File: src/rtl/packet_monitor.sv
// Receive-side checker for the packet generator's AXI Stream output: classifies each
// frame by destination MAC, checks it against its flow and keeps saturating per-flow stats.
module packet_monitor #(
  parameter int DATA_WIDTH = 512,
  parameter int N_FLOWS = 4,
  parameter logic [N_FLOWS*11-1:0] SIZES = {4{11'd192}},
  parameter logic [N_FLOWS*48-1:0] D_MACS = {48'hABCDEF000004, 48'hABCDEF000003,
                                             48'hABCDEF000002, 48'hABCDEF000001},
  parameter logic [N_FLOWS*48-1:0] S_MACS = {48'hBEEFBEEF0004, 48'hBEEFBEEF0003,
                                             48'hBEEFBEEF0002, 48'hBEEFBEEF0001},
  parameter logic [N_FLOWS*16-1:0] ETHERTYPES = {4{16'h0800}},
  parameter logic [N_FLOWS*8-1:0] PAYLOADS = {8'hDD, 8'hCC, 8'hBB, 8'hAA},
  localparam int KEEP_W = DATA_WIDTH / 8,
  localparam int SEL_W = (N_FLOWS > 1) ? $clog2(N_FLOWS) : 1
) (
  input  logic                  clk,
  input  logic                  rst,
  input  logic                  axis_tvalid,
  input  logic                  axis_tlast,
  input  logic [KEEP_W-1:0]     axis_tkeep,
  input  logic [DATA_WIDTH-1:0] axis_tdata,
  input  logic                  stat_clear,
  input  logic [SEL_W-1:0]      stat_sel,
  output logic [31:0]           stat_pkt_count,
  output logic [47:0]           stat_byte_count,
  output logic [31:0]           stat_err_count,
  output logic [31:0]           stat_unmatched,
  output logic                  pkt_done,
  output logic [SEL_W-1:0]      pkt_flow,
  output logic [4:0]            pkt_err_flags
);

  typedef enum logic {HEAD, BODY} state_t;

  function automatic logic [15:0] popcount(input logic [KEEP_W-1:0] v);
    logic [15:0] n;
    n = '0;
    for (int i = 0; i < KEEP_W; i++) n = n + 16'(v[i]);
    return n;
  endfunction

  function automatic logic [15:0] sat_add16(input logic [15:0] a, input logic [15:0] b);
    logic [16:0] s;
    s = {1'b0, a} + {1'b0, b};
    return s[16] ? 16'hFFFF : s[15:0];
  endfunction

  function automatic logic [31:0] sat_inc32(input logic [31:0] a);
    return (a == 32'hFFFF_FFFF) ? a : a + 32'd1;
  endfunction

  function automatic logic [47:0] sat_add48(input logic [47:0] a, input logic [15:0] b);
    logic [48:0] s;
    s = {1'b0, a} + {33'd0, b};
    return s[48] ? 48'hFFFF_FFFF_FFFF : s[47:0];
  endfunction

  state_t            state;
  logic [47:0]       d_mac;
  logic [47:0]       s_mac;
  logic [15:0]       ethertype;
  logic              hit;
  logic [SEL_W-1:0]  hit_flow;

  logic [SEL_W-1:0]  flow_p0;
  logic              match_p0;
  logic [15:0]       total_p0;
  logic              hdr_p0;
  logic              pay_p0;
  logic              keep_p0;

  logic              in_head;
  logic [SEL_W-1:0]  cur_flow;
  logic              cur_match;
  logic [15:0]       cur_total;
  logic              cur_hdr;
  logic              cur_pay;
  logic              cur_keep;
  logic [7:0]        fill;
  logic              hdr_bad;
  logic              beat_pay_bad;
  logic              beat_keep_bad;
  logic [KEEP_W-1:0] keep_inc;
  logic [10:0]       exp_size;
  logic              runt;
  logic [4:0]        end_flags;

  logic              vld_p1;
  logic [SEL_W-1:0]  flow_p1;
  logic              match_p1;
  logic [15:0]       total_p1;
  logic [4:0]        flags_p1;

  logic [31:0]       pkt_cnt  [N_FLOWS];
  logic [47:0]       byte_cnt [N_FLOWS];
  logic [31:0]       err_cnt  [N_FLOWS];
  logic [31:0]       unmatched_cnt;

  // Header fields: byte 0 on the wire is the MSB of each field.
  always_comb begin
    d_mac = '0;
    s_mac = '0;
    for (int i = 0; i < 6; i++) begin
      d_mac[47-8*i -: 8] = axis_tdata[8*i +: 8];
      s_mac[47-8*i -: 8] = axis_tdata[8*(i+6) +: 8];
    end
    ethertype = {axis_tdata[8*12 +: 8], axis_tdata[8*13 +: 8]};
  end

  // Descending scan so the lowest matching flow index is the one left standing.
  always_comb begin
    hit = 1'b0;
    hit_flow = '0;
    for (int i = N_FLOWS - 1; i >= 0; i--) begin
      if (d_mac == D_MACS[i*48 +: 48]) begin
        hit = 1'b1;
        hit_flow = SEL_W'(i);
      end
    end
  end

  // Stage p0: fold the current beat into the running per-frame totals and sticky flags.
  always_comb begin
    in_head   = (state == HEAD);
    cur_flow  = in_head ? hit_flow : flow_p0;
    cur_match = in_head ? hit : match_p0;
    fill      = PAYLOADS[cur_flow*8 +: 8];
    hdr_bad   = (s_mac != S_MACS[hit_flow*48 +: 48]) ||
                (ethertype != ETHERTYPES[hit_flow*16 +: 16]);
    beat_pay_bad = 1'b0;
    for (int k = 0; k < KEEP_W; k++) begin
      if (axis_tkeep[k] && (!in_head || k >= 14) && (axis_tdata[8*k +: 8] != fill))
        beat_pay_bad = 1'b1;
    end
    keep_inc = axis_tkeep + KEEP_W'(1);
    if (axis_tlast)
      beat_keep_bad = (axis_tkeep == '0) || ((axis_tkeep & keep_inc) != '0);
    else
      beat_keep_bad = (axis_tkeep != '1);
    cur_total = sat_add16(in_head ? 16'd0 : total_p0, popcount(axis_tkeep));
    cur_hdr   = in_head ? hdr_bad : hdr_p0;
    cur_pay   = (!in_head && pay_p0) || beat_pay_bad;
    cur_keep  = (!in_head && keep_p0) || beat_keep_bad;
    exp_size  = SIZES[cur_flow*11 +: 11];
    runt      = (cur_total < 16'd14);
    end_flags = {cur_keep, runt, (cur_total != {5'd0, exp_size}),
                 cur_pay && !runt, cur_hdr && !runt};
  end

  always_ff @(posedge clk) begin
    if (rst) begin
      state  <= HEAD;
      vld_p1 <= 1'b0;
    end else begin
      vld_p1 <= axis_tvalid && axis_tlast;
      if (axis_tvalid) state <= axis_tlast ? HEAD : BODY;
    end
  end

  always_ff @(posedge clk) begin
    if (axis_tvalid) begin
      flow_p0  <= cur_flow;
      match_p0 <= cur_match;
      total_p0 <= cur_total;
      hdr_p0   <= cur_hdr;
      pay_p0   <= cur_pay;
      keep_p0  <= cur_keep;
      if (axis_tlast) begin
        flow_p1  <= cur_flow;
        match_p1 <= cur_match;
        total_p1 <= cur_total;
        flags_p1 <= end_flags;
      end
    end
  end

  // Stage p1: commit the completed frame to the counters; a coincident clear discards it.
  always_ff @(posedge clk) begin
    if (rst) begin
      for (int f = 0; f < N_FLOWS; f++) begin
        pkt_cnt[f]  <= '0;
        byte_cnt[f] <= '0;
        err_cnt[f]  <= '0;
      end
      unmatched_cnt <= '0;
      pkt_done      <= 1'b0;
      pkt_flow      <= '0;
      pkt_err_flags <= '0;
    end else begin
      pkt_done <= vld_p1 && match_p1;
      if (vld_p1 && match_p1) begin
        pkt_flow      <= flow_p1;
        pkt_err_flags <= flags_p1;
      end
      if (stat_clear) begin
        for (int f = 0; f < N_FLOWS; f++) begin
          pkt_cnt[f]  <= '0;
          byte_cnt[f] <= '0;
          err_cnt[f]  <= '0;
        end
        unmatched_cnt <= '0;
      end else if (vld_p1) begin
        if (match_p1) begin
          pkt_cnt[flow_p1]  <= sat_inc32(pkt_cnt[flow_p1]);
          byte_cnt[flow_p1] <= sat_add48(byte_cnt[flow_p1], total_p1);
          if (flags_p1 != 5'd0) err_cnt[flow_p1] <= sat_inc32(err_cnt[flow_p1]);
        end else begin
          unmatched_cnt <= sat_inc32(unmatched_cnt);
        end
      end
    end
  end

  always_comb begin
    stat_pkt_count  = '0;
    stat_byte_count = '0;
    stat_err_count  = '0;
    if (int'(stat_sel) < N_FLOWS) begin
      stat_pkt_count  = pkt_cnt[stat_sel];
      stat_byte_count = byte_cnt[stat_sel];
      stat_err_count  = err_cnt[stat_sel];
    end
  end

  assign stat_unmatched = unmatched_cnt;

endmodule

File: config.mk
export PLATFORM = sky130hd
export DESIGN_NAME = packet_monitor
export DESIGN_NICKNAME = d
export VERILOG_FILES = /design/src/rtl/packet_monitor.sv
export SDC_FILE = /design/constraint.sdc
export NUM_CORES = 1
export LEC_CHECK = 0
export ABC_AREA = 1
export ABC_CLOCK_PERIOD_IN_PS = 12600
export CELL_PAD_IN_SITES_DETAIL_PLACEMENT = 1
export CELL_PAD_IN_SITES_GLOBAL_PLACEMENT = 1
export CORE_ASPECT_RATIO = 1.4
export CORE_UTILIZATION = 42
export CTS_CLUSTER_DIAMETER = 150
export DETAILED_ROUTE_END_ITERATION = 10
export PLACE_DENSITY_LB_ADDON = 0.3
export RECOVER_POWER = 25
export SETUP_SLACK_MARGIN = 0.4
export SLEW_MARGIN = 20
export SYNTH_ARGS = -nofsm -noshare
export SYNTH_HDL_FRONTEND = slang
export SYNTH_SLANG_ARGS = --single-unit
File: constraint.sdc
create_clock -name clk -period 12.6 [get_ports clk]
set_input_delay 1.26 -clock clk [delete_from_list [all_inputs] [get_ports clk]]
set_output_delay 1.26 -clock clk [all_outputs]
set_load 0.005 [all_outputs]
==> results.cfg, run 1 <==
[clock_network]
htreeDepth = 2
root_buffer = clkbuf_16
cts_hold_buf = 0
clock-sinks = 538
cts_tree = yes
cts_made_buffers = 50
post_cts_resized = 0
postCtsSetupBuffers = 0
cts_buffer_depth = 3
insertion_delay_ps = 610
clkTransAtPathRegs_ps = 70

[power_and_ir_drop]
vdd_drop_max_mv = 0.462
powerDensity_nw_per_um2 = 153
leakage_uw = 0.0218

[synth]
yosysWarnings = 0
yosys.area_share.adder = 0.0453
synth_top_family_by_area = simple AND/OR/NAND/NOR gates
syn_area_um2 = 39600
seq_area_frac_synth = 0.397
async_reset_ff_frac = 0
muxShareOfSynthArea = 0
synth_xor_area_frac = 0.0159
ys.flop_type = edfxtp_1
yosys_register_bits = 538
synth_cell_type_count = 58
post_synth_and_or_nand_nor_area_fraction = 0.321
synth-edff-count = 494
synth_compound_area_frac = 0.116
synth_nets = 6227
synth_cells = 5535
syn_avg_cell_area_um2 = 7.15

[worst_setup_path]
cp-start-kind = input pin
critical_path_class = in2reg
path_max_fanout = 50
reg2regPathDepth = 9
required_ps = 12820
worst_ep_arrival_time_ps = 10350
r2r-start = match_p1
r2r_setup_slack_ps = 3140
crit_start = rst
worstReg2RegEnd = pkt_cnt[2][21]
end_kind = register

[route]
drt_pass1_iterations = 6
routed_wl_um = 186000
antenna_left = 0
drtIter0Drc = 2958
vias_per_cell = 5.73
wl_per_cell_um = 25.1
drcViolationCount = 0
num_vias = 42500

[global_route]
first_global_vias = 44300
grt_overflow = 0
grt_pass1_wl_um = 271000
grtUsageTotal = 0.382
antenna_found_initial = 42
grt_max_degree = 132

[floorplanning]
core_um2 = 93000
die_y_um = 365
num_rows = 132
pin_count = 735
die_w_um = 261
die-area_um2 = 95500
initial_core_util = 0.426

[sta]
finalCritPeriodShare = 0.804
timing.hold.ws_ps = 510
final.min_clock_period_ps = 10130
report.final.slew_viol_count = 688
fin_skew_ps = 24.1
setup_tns_ps = 0
worst_slew_pin_slew_ps = 3320
hold_viol = 0
slew_headroom = -1.22
setup_viol = 0
max_clock_freq_ghz = 0.0988
rsz0062_at_grt = false

[final_layout]
drive_gt1_frac = 0.0332
final_core_util = 0.531
seqCellArea_um2 = 15700
nets = 6830
fillers = 11800
multi_input_area_um2 = 19800
fin_area_um2 = 49300
syn2layout_area_growth_pct = 24.7

[place]
place_congestion = 0.989
placed_area_um2 = 47700
port_buffers = 734
hpwlAfterDp_um = 142000

[hold_path]
hold_path_class = reg2reg
holdPathEnd = stat_unmatched[13]
hold-path-cell-count = 2
min_from = stat_unmatched[13]

[status]
violations = max-capacitance violations, max-slew violations
status = complete, but fails checks

[run]
cap_violations = 18
[cells by family (layout without fill, tap and decap cells)]
logic type	after synthesis	in the layout
DFF	538	538
xor gates and xnor gates	71	71
and+or+nand+nor	3018	3018
other	0	39
AOI/OAI and AO/OA	798	798
adders and majority gates	109	109
buffers and inverters	1001	1645
[per-stage QoR]
step           cells  setup WS [ps]  total power (µW)
6_report        7424           2470              7570
5_1_grt         7417           2450              8000
4_1_cts         7385           4050              7540
3_5_place_dp    7292           3450              5930
3_3_place_gp    7292           3500              5670
2_1_floorplan   5535           4800              4750
[critical path, stage by stage]
cell and delay (ps):
dlygate4sd3_1 820, nor3_1 460, inv_1 240, nor3_1 2330, clkbuf_1 950, clkinv_1 180
clkbuf_1 1220, nand2_1 1930, buf_4 860
[registers in the layout, summed over array words and instances, names as in the netlist, 5 cells and up, named ones only]
name            flops
byte_cnt          192
stat_unmatched     32
total_p0           16
err_cnt           128
total_p1           16
pkt_cnt           128
flags_p1            5
pkt_err_flags       5
[synthesized netlist by cell type (7+ instances only)]
cell type     n  area, µm²
fa_1         57       1140
buf_4        26        195
nor4_1       89        557
xor2_1       48        420
a21oi_1     151        756
ha_1         52        651
dfxtp_1      44        881
nor2_2        9       56.3
a32o_1        9       90.1
buf_2        28        140
nand4_1     135        845
buf_6        28        315
o21bai_1     12       90.1
nor2_1     1041       3910
nor3_1      109        546
or2_2        20        125
nand3_2      13        130
inv_2        19       71.3
o22ai_1     157        982
a31oi_1       7       43.8
clkbuf_1    135        507
o21ai_0     378       1890
xnor2_1      22        193
inv_1       749       2810
a32oi_2       7        114
nor3_2       11        110
a211oi_1      7       52.6
a32oi_1      43        377
nand3b_1     11       82.6
buf_1        10       37.5
nand2_1    1326       4980
nand3_1     216       1080
nor3b_1       8       60.1
edfxtp_1    494      14800
[cell type report]
type,count,area share
well taps,1206,0.0306
clock buffers,68,0.0293
flip-flops and latches,538,0.319
inverters,772,0.0590
diodes,39,0.00198
clock inverters,25,0.00520
repair buffers,780,0.155
multi-input cells,3996,0.400
[cells in the final DEF, fill, tap and decap left out, types with 12 or more instances in the layout]
cell type	netlist	layout
nor4_1	89	87
inv_1	749	749
o22ai_1	157	157
o21ai_0	378	378
clkinv_1	3	12
edfxtp_1	494	494
clkbuf_1	135	26
fa_1	57	57
nand2_1	1326	1323
a21oi_1	151	151
buf_4	26	30
dfxtp_1	44	42
o21bai_1	12	12
xor2_1	48	48
nor2_1	1041	1040
clkdlybuf4s50_1	0	686
dlygate4sd3_1	0	46
nand3_2	13	13
diode_2	0	39
nor3_1	109	111
ha_1	52	52
or2_2	20	20
nand4_1	135	135
nand3_1	216	216
clkbuf_16	0	55
inv_2	19	13
a32oi_1	43	44
xnor2_1	22	22
[per-layer routing]
metal	up-vias	global-route usage	routed length, µm
met2	1681	0.699	96400
li1	19500	-	-
met5	-	0	77
met3	557	0.0607	10700
met1	20800	0.370	60600
met4	12	0.330	18400
[where the power goes]
part | internal [µW] | switching, µW | total [µW]
Combinational | 1380 | 2160 | 3540
Clock | 894 | 728 | 1620
Sequential | 2320 | 82.5 | 2400
Total | 4590 | 2970 | 7570
[worst max path at each step]
stage	cells after the start	slack, ps	endpoint
3_5_place_dp	25	3450	flags_p1[2]
6_report	9	2470	pkt_cnt[2][21]
5_1_grt	9	2450	byte_cnt[2][3]
4_1_cts	25	4050	flags_p1[2]
3_3_place_gp	27	3500	flags_p1[2]
2_1_floorplan	26	4800	flags_p1[2]
No activity file was read; power rests on OpenSTA's default activity.
==> inputs of run 2 (changes only) <==
- ABC_CLOCK_PERIOD_IN_PS: 12600 -> 9800
- CORE_UTILIZATION: 42 -> 39
- clock period: 12.6 -> 9.8 ns (I/O delays scaled with it)
==> results.cfg, run 2 (synthesis results as in run 1) <==
[sta]
setup_viol = 0
final.min_clock_period_ps = 8470
worst_slew_pin_slew_ps = 4710
max_clock_freq_ghz = 0.118
rsz0062_at_grt = false
report.final.slew_viol_count = 287
finalCritPeriodShare = 0.865
setup_tns_ps = 0
fin_skew_ps = 36.7
slew_headroom = -2.14
setup_slack_ps = 1330
hold_viol = 0
timing.hold.ws_ps = 467

[place]
place_congestion = 1.02
pre_cts_slack_ps = 717
place_inst = 7419
hpwlAfterDp_um = 143000
port_buffers = 734

[route]
num_vias = 42200
drt_pass1_iterations = 5
drcViolationCount = 0
wl_per_cell_um = 24.9
vias_per_cell = 5.60
antenna_left = 0
routed_wl_um = 187000
drtIter0Drc = 2838

[final_layout]
regMostFlops = byte_cnt
nets = 6842
multi_input_area_um2 = 19800
drive_gt1_frac = 0.0380
fillers = 12700
seqCellArea_um2 = 15700
largest_reg_flops = 192
reg_top3 = byte_cnt: 192 flops, err_cnt: 128 flops, pkt_cnt: 128 flops
post_layout_nonfiller_instances = 7530
final_cell_mix = 1320 x nand2_1, 1040 x nor2_1, 748 x inv_1
mostFrequentLayoutCell = nand2_1
syn2layout_area_growth_pct = 25.3

[worst_setup_path]
required_ps = 10150
slowest_stage = clkdlybuf4s50_1
critPathMaxStageDelay_ps = 690
r2r-start = state
crit_start = axis_tkeep[37]
path_max_fanout = 8
end_kind = register
cp_common_cell = fa_1
worst_ep_arrival_time_ps = 8820
cp-start-kind = input pin
critical_path_class = in2reg

[power_and_ir_drop]
powerDensity_nw_per_um2 = 195
power.internal_uw = 5880
leakage_uw = 0.0219
pwr-share-comb = 0.467
clkPwrFrac = 0.213
p_sw_frac = 0.391
seqPwrFrac = 0.320
vdd_drop_max_mv = 0.614
p_sw_uw = 3770

[clock_network]
clock-sinks = 538
htreeDepth = 2
postCtsSetupBuffers = 0
insertion_delay_ps = 620
cts_made_buffers = 49
cts_tree = yes
cts_buffer_depth = 3
post_cts_resized = 0
clkTransAtPathRegs_ps = 70
root_buffer = clkbuf_16
cts_hold_buf = 0

[global_route]
grtUsageTotal = 0.357
grt_overflow = 0
first_global_vias = 44100
grt_max_degree = 149
grt_pass1_wl_um = 273000
antenna_found_initial = 30

[floorplanning]
num_rows = 137
die_w_um = 271
pin_count = 735
initial_core_util = 0.395
die-area_um2 = 103000
die_y_um = 379
core_um2 = 100000

[hold_path]
min_from = pkt_err_flags[1]
hold_path_class = reg2reg

[status]
status = complete, but fails checks
violations = max-capacitance violations, max-slew violations

[run]
cap_violations = 6
## run 2: layout make-up
type,count,share of cell area
Multi-Input combinational cell,3996,0.399
Timing Repair Buffer,793,0.157
Tap cell,1320,0.0333
Clock buffer,62,0.0268
Sequential cell,538,0.317
Antenna cell,20,0.00101
Inverter,772,0.0587
Clock inverter,29,0.00697
## run 2: worst max-delay path, delay by kind of cell
family | cells | cell delay (ps)
AOI/OAI and AO/OA | 2 | 480
buffers and inverters | 5 | 1060
and+or+nand+nor | 9 | 1520
adders and majority gates | 10 | 4790
## run 2: worst paths after layout
| check | cells past startpoint | slack, ps | end |
|---|---|---|---|
| max | 26 | 1330 | flags_p1[1] |
| max reg2reg | 23 | 2260 | flags_p1[1] |
| min | 2 | 470 | pkt_err_flags[1] |
| min reg2reg | 2 | 470 | pkt_err_flags[1] |
## run 2: per-stage QoR
stage | utilization | area [µm²] | total power, µW
global route | 0.495 | 49600 | 10200
floorplan | - | 39600 | 6110
finish | 0.495 | 49600 | 9640
global placement | 0.479 | 47900 | 7340
detailed placement | 0.479 | 47900 | 7460
CTS | 0.495 | 49600 | 9620
## run 2: power groups by stage
stage	clock network, µW	logic [µW]	registers [µW]
5_1_grt	2130	5010	3090
6_report	2060	4500	3090
2_1_floorplan	0	3040	3070
4_1_cts	2070	4480	3080
3_5_place_dp	0	4340	3120
3_3_place_gp	0	4220	3120
## run 2: metal layers
layer / GRT usage / part of all wire / wire length, µm
met5: 0 / 0.00014 / 27
met4: 0.295 / 0.095 / 17700
met3: 0.0392 / 0.047 / 8880
met2: 0.675 / 0.53 / 98700
met1: 0.346 / 0.33 / 61800
